===== config.mk =====
export PLATFORM = sky130hd
export DESIGN_NAME = pipe_hazard_ctrl
export DESIGN_NICKNAME = d
export VERILOG_FILES = /design/src/rtl/pipe_hazard_ctrl_pkg.sv /design/src/rtl/pipe_hazard_ctrl_fwd_mux.sv /design/src/rtl/pipe_hazard_ctrl.sv
export SDC_FILE = /design/constraint.sdc
export NUM_CORES = 1
export LEC_CHECK = 0
export CAP_MARGIN = 0
export CORE_MARGIN = 4
export CORE_UTILIZATION = 30
export CTS_CLUSTER_SIZE = 12
export DETAILED_ROUTE_END_ITERATION = 7
export PLACE_DENSITY = 0.64
export SLEW_MARGIN = 40
export SYNTH_ARGS = -nofsm -noshare
export SYNTH_HDL_FRONTEND = slang
export SYNTH_HIERARCHICAL = 1
export SYNTH_SLANG_ARGS = --single-unit

===== constraint.sdc =====
create_clock -name clk -period 2.3 [get_ports clk]
set_input_delay 0.46 -clock clk [delete_from_list [all_inputs] [get_ports clk]]
set_output_delay 0.46 -clock clk [all_outputs]
set_load 0.05 [all_outputs]

===== src/rtl/pipe_hazard_ctrl_pkg.sv =====
// Shared types for the pipeline hazard controller: FSM encoding and RV32 major opcodes.
package pipe_hazard_ctrl_pkg;

    typedef enum logic [0:0] {
        RUN      = 1'b0,
        MEM_WAIT = 1'b1
    } hz_state_t;

    localparam logic [6:0] OPC_LOAD   = 7'b0000011;
    localparam logic [6:0] OPC_STORE  = 7'b0100011;
    localparam logic [6:0] OPC_BRANCH = 7'b1100011;
    localparam logic [6:0] OPC_OP_IMM = 7'b0010011;
    localparam logic [6:0] OPC_OP     = 7'b0110011;

endpackage


===== src/rtl/pipe_hazard_ctrl_fwd_mux.sv =====
// Per-read-port operand forwarding mux, EX > MEM > WB > register file priority.
// Latency: combinational; no backpressure, pure select logic.
module pipe_hazard_ctrl_fwd_mux #(
    parameter int XLEN   = 32,
    parameter int REG_AW = 5
) (
    input  logic [REG_AW-1:0] rs,
    input  logic              rren,
    input  logic              ex_valid,
    input  logic              ex_wen,
    input  logic              ex_is_load,
    input  logic [REG_AW-1:0] ex_wr,
    input  logic [XLEN-1:0]   ex_alu,
    input  logic              mem_valid,
    input  logic              mem_wen,
    input  logic              mem_is_load,
    input  logic [REG_AW-1:0] mem_wr,
    input  logic [XLEN-1:0]   mem_alu,
    input  logic [XLEN-1:0]   mem_dm,
    input  logic              wb_valid,
    input  logic              wb_wen,
    input  logic [REG_AW-1:0] wb_wr,
    input  logic [XLEN-1:0]   wb_data,
    input  logic [XLEN-1:0]   rf_rdata,
    output logic              ex_match,
    output logic [XLEN-1:0]   operand
);

    logic rd_live;
    logic mem_match;
    logic wb_match;

    // x0 reads are hardwired zero in the register file, so they never forward
    assign rd_live   = rren && (rs != '0);
    assign ex_match  = rd_live && (rs == ex_wr);
    assign mem_match = rd_live && (rs == mem_wr) && mem_valid && mem_wen;
    assign wb_match  = rd_live && (rs == wb_wr) && wb_valid && wb_wen;

    always_comb begin
        operand = rf_rdata;
        if (ex_match && ex_valid && ex_wen && !ex_is_load) begin
            operand = ex_alu;
        end else if (mem_match) begin
            operand = mem_is_load ? mem_dm : mem_alu;
        end else if (wb_match) begin
            operand = wb_data;
        end
    end

endmodule


===== src/rtl/pipe_hazard_ctrl.sv =====
// 5-stage pipeline hazard control: forwarding, load-use bubbles, DM-wait freeze, branch flush.
// Latency: fwd_data combinational, state/counters next edge; DM stall freezes the pipe until dm_rvalid.
module pipe_hazard_ctrl
    import pipe_hazard_ctrl_pkg::*;
#(
    parameter int XLEN     = 32,
    parameter int REG_AW   = 5,
    parameter int NUM_RD   = 2,
    parameter int WAIT_MAX = 15,
    parameter int CNT_W    = 16
) (
    input  logic                     clk,
    input  logic                     rst,
    input  logic [NUM_RD*REG_AW-1:0] id_rs,
    input  logic [NUM_RD-1:0]        id_rren,
    input  logic [NUM_RD*XLEN-1:0]   rf_rdata,
    input  logic                     ex_valid,
    input  logic                     mem_valid,
    input  logic                     wb_valid,
    input  logic [REG_AW-1:0]        ex_wr,
    input  logic [REG_AW-1:0]        mem_wr,
    input  logic [REG_AW-1:0]        wb_wr,
    input  logic                     ex_wen,
    input  logic                     mem_wen,
    input  logic                     wb_wen,
    input  logic                     ex_is_load,
    input  logic                     mem_is_load,
    input  logic [XLEN-1:0]          ex_alu,
    input  logic [XLEN-1:0]          mem_alu,
    input  logic [XLEN-1:0]          mem_dm,
    input  logic                     dm_rvalid,
    input  logic [XLEN-1:0]          wb_data,
    input  logic                     ex_br_taken,
    output logic [NUM_RD*XLEN-1:0]   fwd_data,
    output logic                     stall_front,
    output logic                     bubble_ex,
    output logic                     freeze,
    output logic                     flush,
    output logic                     err_timeout,
    output logic [CNT_W-1:0]         cnt_stall,
    output logic [CNT_W-1:0]         cnt_lu,
    output logic [CNT_W-1:0]         cnt_flush
);

    localparam int WCW = $clog2(WAIT_MAX + 1);

    hz_state_t         state;
    hz_state_t         state_nxt;
    logic [WCW-1:0]    wait_cnt;
    logic [NUM_RD-1:0] ex_match;
    logic              load_use;
    logic              mem_wait;
    logic              waiting;
    logic              wait_enter;
    logic              stall_c;
    logic              bubble_c;
    logic              freeze_c;
    logic              flush_c;

    for (genvar i = 0; i < NUM_RD; i++) begin : g_port
        pipe_hazard_ctrl_fwd_mux #(
            .XLEN   (XLEN),
            .REG_AW (REG_AW)
        ) u_fwd (
            .rs          (id_rs[i*REG_AW +: REG_AW]),
            .rren        (id_rren[i]),
            .ex_valid    (ex_valid),
            .ex_wen      (ex_wen),
            .ex_is_load  (ex_is_load),
            .ex_wr       (ex_wr),
            .ex_alu      (ex_alu),
            .mem_valid   (mem_valid),
            .mem_wen     (mem_wen),
            .mem_is_load (mem_is_load),
            .mem_wr      (mem_wr),
            .mem_alu     (mem_alu),
            .mem_dm      (mem_dm),
            .wb_valid    (wb_valid),
            .wb_wen      (wb_wen),
            .wb_wr       (wb_wr),
            .wb_data     (wb_data),
            .rf_rdata    (rf_rdata[i*XLEN +: XLEN]),
            .ex_match    (ex_match[i]),
            .operand     (fwd_data[i*XLEN +: XLEN])
        );
    end

    assign load_use   = ex_valid && ex_is_load && ex_wen && (|ex_match);
    assign mem_wait   = mem_valid && mem_is_load && !dm_rvalid;
    assign waiting    = (state == MEM_WAIT) && !dm_rvalid;
    assign wait_enter = (state == RUN) && mem_wait;

    // The dm_rvalid cycle in MEM_WAIT is decoded exactly like RUN, so a held branch flushes there
    always_comb begin
        state_nxt = state;
        stall_c   = 1'b0;
        bubble_c  = 1'b0;
        freeze_c  = 1'b0;
        flush_c   = 1'b0;
        if (waiting || mem_wait) begin
            freeze_c  = 1'b1;
            stall_c   = 1'b1;
            state_nxt = MEM_WAIT;
        end else begin
            state_nxt = RUN;
            if (ex_br_taken) begin
                flush_c = 1'b1;
            end else if (load_use) begin
                stall_c  = 1'b1;
                bubble_c = 1'b1;
            end
        end
    end

    assign stall_front = rst && stall_c;
    assign bubble_ex   = rst && bubble_c;
    assign freeze      = rst && freeze_c;
    assign flush       = rst && flush_c;

    always_ff @(posedge clk or negedge rst) begin
        if (!rst) begin
            state       <= RUN;
            wait_cnt    <= '0;
            err_timeout <= 1'b0;
            cnt_stall   <= '0;
            cnt_lu      <= '0;
            cnt_flush   <= '0;
        end else begin
            state <= state_nxt;
            if (wait_enter) begin
                wait_cnt <= '0;
            end else if (waiting && wait_cnt != WCW'(WAIT_MAX)) begin
                wait_cnt <= wait_cnt + WCW'(1);
            end
            // Sticky; the FSM keeps waiting for the DM after flagging
            if (waiting && wait_cnt == WCW'(WAIT_MAX - 1)) begin
                err_timeout <= 1'b1;
            end
            if (stall_c && cnt_stall != {CNT_W{1'b1}}) cnt_stall <= cnt_stall + CNT_W'(1);
            if (bubble_c && cnt_lu != {CNT_W{1'b1}}) cnt_lu <= cnt_lu + CNT_W'(1);
            if (flush_c && cnt_flush != {CNT_W{1'b1}}) cnt_flush <= cnt_flush + CNT_W'(1);
        end
    end

endmodule


* Word-level counts from Yosys, hierarchy flattened
Cells that the tools add are included.
** Cells by class
- $add $sub $neg :: 4
- Bitwise logic cells :: 1
- Eq/ne operators :: 11
- Multiplexer cells :: 16
- Reductions and logical operators :: 45
** Operator list (number)
- 32-bit two-way mux :: 7
- 16-bit by 1-bit adder with 16-bit output (second input constant) :: 3
- 16-bit != test (second input constant) :: 3
- 1-bit logical AND :: 38
- 5-bit equality test :: 6
- 5-bit nonzero test :: 2
- 4-bit two-way mux :: 2
- 1-bit two-way mux :: 7
- 4-bit by 1-bit adder with 4-bit output (second input constant) :: 1
- 4-bit equality test (second input constant) :: 1
- 4-bit != test (second input constant) :: 1
- 1-bit zero test :: 2
- 2-bit nonzero test :: 1
- 2-bit OR reduction :: 1
- 1-bit logical OR :: 1
- 1-bit inverter :: 1
** Word-level totals
- Flip-flop bits (word level) :: 54
- Bits of input ports :: 231

* Depth between registers and ports, before layout
Gate-level depths: netlist of the first run.
- Depth after elaboration :: 9
- Gate-level depth with buffers :: 9

* Hierarchy
Netlist of the first run, hierarchy kept.
** By module, submodules not included
- pipe_hazard_ctrl_fwd_mux :: seq. area each 0.0 sq um, times used 2, cells each 288, area an instance 2031.9 sq um
- pipe_hazard_ctrl :: seq. area each 1351.3 sq um, times used 1, cells each 265, area an instance 2887.8 sq um

* Least setup slack after synthesis of the first run
Ideal clock, no wire load.
- Path type :: input -> output
- Start :: input id_rs[1]
- End :: output fwd_data[30]
- Cell stages on the path :: 7
- Path buffers :: 2
- Path slack :: -0.401 ns
- Data required time :: 1.840 ns
- Data arrival time :: 2.241 ns
- Cell sequence :: xor2_1 nor4_4 and3_1 buf_6 buf_12 a211oi_2 o21ai_1
** Between the ends
- Cells in the longest elaborated chain, start to end :: 8
- Elaborated cells on any way between the ends :: 18
- Classes of those cells :: 3 x eq/ne; 3 x mux; 12 x reduce/logical
** RTL lines
- from (decl) :: line pipe_hazard_ctrl.sv:14 : input logic [NUM_RD*REG_AW-1:0] id_rs,
- 5-bit nonzero test :: line pipe_hazard_ctrl_fwd_mux.sv:34 : assign rd_live = rren && (rs != '0);
- 1-bit logical AND :: line pipe_hazard_ctrl_fwd_mux.sv:34
- 1-bit logical AND (3 in series) :: line pipe_hazard_ctrl_fwd_mux.sv:37 : assign wb_match = rd_live && (rs == wb_wr) && wb_valid && wb_wen;
- 32-bit two-way mux :: line pipe_hazard_ctrl_fwd_mux.sv:45 : end else if (wb_match) begin
- 32-bit two-way mux :: line pipe_hazard_ctrl_fwd_mux.sv:43 : end else if (mem_match) begin
- 32-bit two-way mux * :: line pipe_hazard_ctrl_fwd_mux.sv:41 : if (ex_match && ex_valid && ex_wen && !ex_is_load) begin
- to (decl) :: line pipe_hazard_ctrl.sv:34 : output logic [NUM_RD*XLEN-1:0] fwd_data,
Every way passes the cells marked *; elsewhere a longest branch is shown, timed or not.

* Worst setup path in the final report of the first run
- Start :: input id_rs[0]
- End :: output fwd_data[14]
The elaborated chain is that of the path after synthesis.

==> impl_metrics.yaml, run 1 <==
setup_path:
  required_ns: 1.84
  critPathLaunchType: "primary input"
  worstPathCellList: "buf_2 -> xor2_2 -> nor4_4 -> buf_6 -> buf_6 -> buf_12 -> buf_4 -> a31oi_4 -> a211oi_4 -> o21ai_4 -> buf_12"
  critical_path_buf_inv_count: 6
  crit_path_start: "id_rs[0]"
  slowest_stage: "nor4_4"
  cp_top_family: "buffers and inverters"
  setup.worst_path.end_class: "output port"
  critical_path.max_fanout: 7
  setup.worst_path.class: "primary input to output port"
  r2r_setup_slack_ns: 0.27
  reg2reg_depth: 5
  max_stage_delay_ns: 0.32
  worstPathArrival_ns: 2.28
  r2r_end: "cnt_stall[1]"
  rr_startpoint: "cnt_stall[0]"
synth:
  syn_avg_cell_area_sq_um: 8.27
  synth_cells: 841
  synth_most_common_cell: "nand2_1"
  synth.top_cells.by_area: "dfrtp_1, a211oi_2, mux2i_1, a21o_1, xor2_1"
  synthTopCellsByCount: "nand2_1, inv_1"
  synth.distinct_cells: 54
  synth_edf_count: 0
  syn_nets: 1077
  synth-async-reset-ratio: 1.00
  synth.yosys.seq_area_share: 0.194
  yosys_register_bits: 54
  synth_area_sq_um: 6950
  synth_ff_type: "dfrtp_1"
  yosys.area.top_type_share: 0.194
  yosys_warnings: 6
  synth.largest_area_cell: "dfrtp_1"
timing:
  finalSetupViolCount: 65
  max_slew_margin: 0.538
  min_period_ns: 2.74
  tns_ns: -22.35
  hold_viol: 0
  rsz0062_at_grt: "true"
  period_share: 1.19
  fmax_mhz: 365
  layout_setup_ws_ns: -0.443
  finalClockSkew_ns: 0.00669
  maxSlewViolCount: 0
  worst_pin_slew_ns: 0.693
  whs_ns: 0.312
clock_tree:
  cts_made_buffers: 5
  clock-sinks: 54
  cts_root_buf: "clkbuf_16"
  cts_tree: "built"
  htreeDepth: 2
  cts_max_path_buffers: 2
  clkSlewWorstSetupHoldPaths_ns: 0.07
  clk_latency_ns: 0.30
global_routing:
  grt_pass1_wl_um: 57900
  gr-usage-all-layers: 0.285
  grt_start_max_net_pins: 55
  antenna_found_initial: 15
  first_global_vias: 9705
  grt-ovfl-total: 0
cells_and_area:
  layout-drive-gt1-share: 0.417
  ff_latch_area_sq_um: 1350
  fillCellCount: 1596
  final_nets: 1530
  multi_input_area_sq_um: 6980
  area_delta_synth_final_pct: 125
floorplan:
  fp.dieH_um: 160
  core_area_sq_um: 22700
  die_x_um: 160
  pin_count: 348
  rows: 55
  start_util: 0.306
  dieArea_sq_um: 25700
power:
  cellPowerDensity_nw_per_um2: 338
  cellLeakagePower_nw: 6.85
  vdd_drop_max_mv: 0.538
routing:
  avgViaCountPerCell: 5.61
  drc_errors: 0
  wire_per_inst_um: 24.7
  drt_iter0_markers: 417
  wl_um: 39300
  final_antenna_net_count: 0
  dr.pass1.iters: 5
  vias: 8934
outcome:
  status: "complete, but fails checks"
  violations: "setup timing"
job:
  maxCapViolCount: 0
hold_path:
  min_path_type: "primary input to async pin"
placed_design:
  gp_congestion: 0.857
  dp_hpwl_um: 25000
  port_buffers: 347
-- metrics by stage --
step	util	cells	cell area [sq um]	worst slack, ns	power, mW
after floorplan	-	841	7780	-0.0494	2.74
after global placement	0.561	1491	12700	-0.812	4.09
after detailed placement	0.561	1491	12700	-0.864	4.11
after global routing	0.690	1592	15700	-0.480	5.51
after CTS	0.676	1576	15300	-0.527	5.17
final	0.690	1592	15700	-0.443	5.29
-- where the power goes --
group	leakage, nW	switching, mW	internal [mW]
combinational	6.07	1.74	1.48
clock	0.0699	0.350	0.404
sequential	0.714	0.218	1.10
total	6.85	2.31	2.98
-- cell families after synthesis --
| logic type | count (synthesis) | share of synthesized area |
|---|---|---|
| compound gates | 275 | 0.310 |
| simple gates | 223 | 0.185 |
| buf+inv | 140 | 0.105 |
| mux | 73 | 0.107 |
| xor+xnor | 71 | 0.0895 |
| flops | 54 | 0.194 |
| fa+ha+maj | 5 | 0.00900 |
-- metal layers --
| metal | vias up | GRT usage | wire length [um] |
|---|---|---|---|
| met1 | 4425 | 0.315 | 14400 |
| met3 | 138 | 0.0586 | 2600 |
| met4 | 6 | 0.158 | 2470 |
| met5 | - | 0 | 38 |
| li1 | 3941 | - | - |
| met2 | 424 | 0.509 | 19700 |
-- flip-flops by register name (all words and copies together) (netlist names) --
name	cells
err_timeout	1
state	1
wait_cnt	4
cnt_flush	16
cnt_stall	16
cnt_lu	16
-- placed cells by master, fill, tap and decap left out, types with 14 or more instances in the layout --
cell and count:
clkdlybuf4s50_1 244, buf_12 107, inv_1 72, nand2_1 67, buf_4 65, mux2i_1 64, a21o_1 64, o21ai_4 62
a211oi_4 61, dfrtp_1 54, xor2_1 40, buf_6 40, a31oi_2 31, a31oi_4 24, buf_16 22, nand3_1 20
nor3_1 17, nand2_2 16, nor2_1 14, xnor2_1 14
-- area by class of cell --
class / count / share of cell area
antenna: 12 / 0.00192
clock buffer: 5 / 0.00799
clock inverter: 3 / 0.00136
tap: 285 / 0.0228
sequential: 54 / 0.0863
inverter: 72 / 0.0173
timing repair buffer: 514 / 0.417
multi-input combinational: 647 / 0.446
-- timing repair --
| action | CTS | global route |
|---|---|---|
| hold buffers | 0 | 0 |
| setup buffers | 48 | 31 |
| pin swaps | 110 | 82 |
| setup endpoints to repair | 97 | 68 |
| resized for setup | 339 | 111 |
| gates cloned | 31 | 3 |
-- how the worst max path moves through the flow --
stage	endpoint	cells after the start	slack, ns
6_report	fwd_data[14]	11	-0.44
2_1_floorplan	fwd_data[30]	7	-0.05
3_3_place_gp	fwd_data[52]	10	-0.81
5_1_grt	fwd_data[14]	11	-0.48
4_1_cts	fwd_data[14]	13	-0.53
3_5_place_dp	fwd_data[31]	10	-0.86
-- worst reg2reg max path, delay by kind of cell (launching register included) --
kind	cells	cell delay (ns)
AND/OR/NAND/NOR	3	0.94
adder cells (fa/ha/maj)	1	0.22
multiplexers	1	0.32
flip-flops	1	0.44
Power figures use the tool's default switching activity.
==> run 2: changes to the inputs <==
--- a/config.mk
+++ b/config.mk
@@ -8,7 +8,7 @@
 export CAP_MARGIN = 0
 export CORE_MARGIN = 4
 export CORE_UTILIZATION = 30
-export CTS_CLUSTER_SIZE = 12
+export CTS_CLUSTER_SIZE = 16
 export DETAILED_ROUTE_END_ITERATION = 7
 export PLACE_DENSITY = 0.64
 export SLEW_MARGIN = 40
==> results of run 2 <==
No change in the layout: final DEF, timing and power equal those of run 1.
